### src/rtl/stage_sequencer.sv
// Multi-cycle FETCH/DECODE/EXECUTE/MEMORY/WRITEBACK sequencer that skips unneeded stages,
// drives datapath enables and memory requests, and counts retired instructions.
module stage_sequencer #(
    parameter int TIMEOUT = 16,
    parameter int CNT_W   = 16
) (
    input  logic             clock,
    input  logic             reset,
    input  logic             run,
    input  logic             MemRd,
    input  logic             MemWr,
    input  logic             regWr,
    input  logic [1:0]       pc_control,
    input  logic             imem_ready,
    input  logic             dmem_ready,
    output logic             imem_req,
    output logic             dmem_req,
    output logic             mem_rd_en,
    output logic             mem_wr_en,
    output logic             ir_we,
    output logic             reg_we,
    output logic             pc_we,
    output logic [1:0]       pc_sel,
    output logic [2:0]       stage,
    output logic             busy,
    output logic             error,
    output logic [CNT_W-1:0] instr_count
);

    localparam int WAIT_W = (TIMEOUT > 1) ? $clog2(TIMEOUT) : 1;
    localparam logic [WAIT_W-1:0] WAIT_LAST = WAIT_W'((TIMEOUT > 0) ? TIMEOUT - 1 : 0);
    localparam bit TIMEOUT_EN = (TIMEOUT != 0);

    typedef enum logic [2:0] {
        S_IDLE      = 3'd0,
        S_FETCH     = 3'd1,
        S_DECODE    = 3'd2,
        S_EXECUTE   = 3'd3,
        S_MEMORY    = 3'd4,
        S_WRITEBACK = 3'd5,
        S_ERROR     = 3'd7
    } state_t;

    state_t             state_reg, state_next;
    logic [WAIT_W-1:0]  wait_reg, wait_next;
    logic               mem_rd_reg, mem_wr_reg, reg_wr_reg;
    logic [1:0]         pc_sel_reg;
    logic [CNT_W-1:0]   count_reg;
    logic               wait_expired;

    // The cycle that sees wait_reg == WAIT_LAST is the TIMEOUT-th waiting cycle.
    assign wait_expired = TIMEOUT_EN && (wait_reg == WAIT_LAST);

    always_comb begin
        state_next = state_reg;
        wait_next  = wait_reg;
        imem_req   = 1'b0;
        dmem_req   = 1'b0;
        mem_rd_en  = 1'b0;
        mem_wr_en  = 1'b0;
        ir_we      = 1'b0;
        reg_we     = 1'b0;
        pc_we      = 1'b0;
        case (state_reg)
            S_IDLE: begin
                if (run) begin
                    state_next = S_FETCH;
                    wait_next  = '0;
                end
            end
            S_FETCH: begin
                imem_req = 1'b1;
                if (imem_ready) begin
                    ir_we      = 1'b1;
                    state_next = S_DECODE;
                end else if (wait_expired) begin
                    state_next = S_ERROR;
                end else begin
                    wait_next = wait_reg + WAIT_W'(1);
                end
            end
            S_DECODE: begin
                state_next = S_EXECUTE;
            end
            S_EXECUTE: begin
                if (mem_rd_reg && mem_wr_reg) begin
                    state_next = S_ERROR;
                end else if (mem_rd_reg || mem_wr_reg) begin
                    state_next = S_MEMORY;
                    wait_next  = '0;
                end else if (reg_wr_reg) begin
                    state_next = S_WRITEBACK;
                end else begin
                    pc_we = 1'b1;
                end
            end
            S_MEMORY: begin
                dmem_req  = 1'b1;
                mem_rd_en = mem_rd_reg;
                mem_wr_en = mem_wr_reg;
                if (dmem_ready) begin
                    if (mem_rd_reg && reg_wr_reg) begin
                        state_next = S_WRITEBACK;
                    end else begin
                        pc_we = 1'b1;
                    end
                end else if (wait_expired) begin
                    state_next = S_ERROR;
                end else begin
                    wait_next = wait_reg + WAIT_W'(1);
                end
            end
            S_WRITEBACK: begin
                reg_we = 1'b1;
                pc_we  = 1'b1;
            end
            S_ERROR: begin
                state_next = S_ERROR;
            end
            default: begin
                state_next = S_ERROR;
            end
        endcase
        // Every retirement funnels through pc_we, so the next fetch decision lives here.
        if (pc_we) begin
            state_next = run ? S_FETCH : S_IDLE;
            wait_next  = '0;
        end
    end

    always_ff @(posedge clock or negedge reset) begin
        if (!reset) begin
            state_reg  <= S_IDLE;
            wait_reg   <= '0;
            mem_rd_reg <= 1'b0;
            mem_wr_reg <= 1'b0;
            reg_wr_reg <= 1'b0;
            pc_sel_reg <= 2'b00;
            count_reg  <= '0;
        end else begin
            state_reg <= state_next;
            wait_reg  <= wait_next;
            if (state_reg == S_DECODE) begin
                mem_rd_reg <= MemRd;
                mem_wr_reg <= MemWr;
                reg_wr_reg <= regWr;
                pc_sel_reg <= pc_control;
            end
            if (pc_we) begin
                count_reg <= count_reg + CNT_W'(1);
            end
        end
    end

    assign stage       = state_reg;
    assign busy        = (state_reg != S_IDLE) && (state_reg != S_ERROR);
    assign error       = (state_reg == S_ERROR);
    assign pc_sel      = pc_sel_reg;
    assign instr_count = count_reg;

endmodule

### config.mk
export PLATFORM = sky130hd
export DESIGN_NAME = stage_sequencer
export DESIGN_NICKNAME = d
export VERILOG_FILES = /design/src/rtl/stage_sequencer.sv
export SDC_FILE = /design/constraint.sdc
export NUM_CORES = 1
export LEC_CHECK = 0
export ABC_AREA = 1
export CAP_MARGIN = 20
export CORE_AREA = 2 2 68 70
export DETAILED_ROUTE_END_ITERATION = 10
export DIE_AREA = 0 0 70 72
export GPL_TIMING_DRIVEN = 0
export PLACE_DENSITY = 0.75
export RECOVER_POWER = 50
export SLEW_MARGIN = 20
export SYNTH_ARGS = -nofsm -noshare
export SYNTH_HDL_FRONTEND = slang
export SYNTH_SLANG_ARGS = --single-unit
### constraint.sdc
create_clock -name clock -period 2.4 [get_ports clock]
set_input_delay 0.72 -clock clock [delete_from_list [all_inputs] [get_ports clock]]
set_output_delay 0.72 -clock clock [all_outputs]
set_load 0.01 [all_outputs]
==> reports/qor.csv <==
metric,value,unit
ys_ff_latch,28,
worst_ep_arrival_time,1.62,ns
netlist_area,1670,um^2
period_minus_slack,2.34,ns
dpl-instance-area,2120,um^2
yosysWarnings,0,
final_nets,272,
synth-xor-area-share,7.87,%
clkTransAtPathRegs,0.10,ns
synth_flop_cell,dfrtp_1,
synth_edf_count,0,
drtIter0Drc,107,
status,finished with violations,
syn_inst,206,
syn_area_per_cell,8.10,um^2
vias,1534,
grt_usage,15.3,%
p_leak,0.00106,uW
place_congestion,0.875,
post-route-drc-count,0,
yosysMostFrequentCell,nand2_1,
crit_slowest_cell,clkdlybuf4s50_1,
n_antenna_cell,0,
final_area,2250,um^2
cts_made_buffers,3,
r2r_start,stage[2],
synthSimpleGateAreaFrac,32.0,%
worstSkewPairLatency,0.28,ns
power_frac_clock,11.0,%
criticalPathCategory,reg -> out,
layout-area-overhead-vs-synth,34.9,%
first_global_vias,1430,
vdd_drop_max,0.000586,V
min_path_type,reg -> reg,
violations,"max-capacitance violations, max-slew violations",
yosysSeqAreaShare,42.0,%
relSlewSlack,-1.61,%
fin_skew,0.00375,ns
io_pins,40,
synthTopCellsByCount,"nand2_1, dfrtp_1, nor2_1",
path_cells,inv_2 -> nand2_2 -> nor2_4 -> clkdlybuf4s50_1,
root_buffer,clkbuf_8,
die_area,5040,um^2
fp.dieH,72,um
synth_fa_ha_area_share,3.00,%
synth.area.mux_share,1.35,%
rows,24,
drive_gt1_share,15.6,%
grt_max_degree,29,
vias_per_cell,4.98,
antenna_left,0,
cpPeakStageDelay,0.55,ns
die_w,70,um
overflow,0,
min_from,instr_count[12],
critPathLaunch,stage[1],
hpwl,2710,um
finalHoldViolCount,0,
cap_viol_max_count,1,
htreeDepth,1,
dr.pass1.iters,4,
grt_pass1_wl,6340,um
drt-total-wl,3790,um
synth_top_family_by_area,simple AND/OR/NAND/NOR gates,
core,4260,um^2
power.share.sequential,31.7,%
sw_frac_of_total,43.8,%
synthesis.nets,220,
cp-start-kind,register,
synthArstFlopShare,100,%
post_drt_wl_per_cell,12.3,um
yosysTopAreaCell,dfrtp_1,
fin_crit_sh,97.5,%
cts_tree,done,
dp.cells,297,
cts_buffer_depth,2,
p_comb_share,57.3,%
yosysTopAreaCellShare,42.0,%
synthTopCellsByArea,"dfrtp_1, nand2_1, nor2_1, inv_1, xor2_1",
io_buffers,39,
cp_max_fo,5,
worst_pin_slew,1.52,ns
stdcell_count,308,
clock.fmax,0.428,GHz
power_density,1070,nW/um^2
drv_slew,29,
p_sw,1060,uW
ys_types,27,
largest_reg_flops,16,
finalSetupViolCount,0,
worstSetupEndpointType,output pin,
antenna_found_initial,0,
initial_utilization,39.1,%
cp_data_required_time,1.68,ns
internal-power,1360,uW
numClockSinks,28,
synth_compound_area_share,7.27,%
[stage by stage]
step | util, % | power (uW) | setup slack [ns] | hold slack (ns) | setup TNS, ns
3_5_place_dp | 49.7 | 2030 | -0.699 | 0.495 | -1.20
2_1_floorplan | - | 1540 | 0.448 | 0.424 | 0
6_report | 52.8 | 2420 | 0.0611 | 0.500 | 0
5_1_grt | 52.8 | 2600 | -0.0174 | 0.538 | -0.0253
3_3_place_gp | 49.8 | 2010 | -0.687 | 0.485 | -1.19
4_1_cts | 52.2 | 2380 | 0.000475 | 0.479 | 0
[cells by family (layout without fill, tap and decap cells)]
logic type	after synthesis	after routing
AO/OA/AOI/OAI	23	23
XOR/XNOR	15	15
adder cells (fa/ha/maj)	4	4
multiplexers	2	2
flip-flops	28	28
AND/OR/NAND/NOR	108	108
buffers and inverters	26	76
[power groups by stage]
stage               Clock [uW]  Sequential, uW  Combinational, uW
detailed placement           0             777               1250
finish                     266             766               1380
floorplan                    0             791                751
global placement             0             775               1240
global route               281             788               1530
CTS                        263             780               1340
[cells in the final DEF, fill, tap and decap left out]
master and count:
nand2_1 43, clkdlybuf4s50_1 31, dfrtp_1 25, nor2_1 23
inv_1 21, nand3_1 13, o21ai_0 11, xor2_1 9
a21oi_1 7, xnor2_1 6, buf_4 6, nor2_4 5
nand4_1 5, nor3_1 5, ha_1 4, nand3_2 3
a31oi_1 3, clkbuf_8 3, dlygate4sd2_1 3, clkbuf_1 3
dfrtp_2 3, inv_2 2, nand2_2 2, nor2_2 2
nand4_2 2, mux2_2 2, dlymetal6s2s_1 2, inv_4 1
nand2_4 1, nand2_8 1, nor3_4 1, buf_6 1
or2_2 1, nor3_2 1, o21ai_1 1, a21boi_0 1
buf_2 1, clkdlybuf4s15_2 1, clkbuf_4 1
[area by class of cell]
class	instances	area, um^2
repair buffers	48	442
flip-flops and latches	28	704
clock buffers	3	41.3
well taps	52	65.1
plain buffers	1	11.3
fillers	412	2010
multi-input cells	152	895
inverters	24	92.6
[final timing paths]
path	endpoint	slack, ns	cells past startpoint
min in group asynchronous	stage[2]	0.79	1
worst max register to register	instr_count[9]	0.13	8
worst min register to register	instr_count[12]	0.50	1
max in group asynchronous	stage[0]	0.61	1
worst max-delay path	reg_we	0.06	4
worst min-delay path	instr_count[12]	0.50	1
[critical path: cells and delay by family (launching register included)]
family | cells | cell delay (ns)
buffers and inverters | 2 | 0.64
flip-flops | 1 | 0.47
AND/OR/NAND/NOR | 2 | 0.24
[metal layers]
metal	vias to the layer above	global-route usage (%)	share of wire, %
li1	769	-	-
met1	712	20.3	46
met2	46	26.0	47
met3	7	3.06	5.6
met4	0	3.85	1.3
met5	-	0	0
[timing repair]
item                       CTS  global route
setup buffers                5             4
pin swaps                    5             1
setup endpoints to repair    9             6
resized for setup           19             4
hold buffers                 0             0
Power figures use the tool's default switching activity.
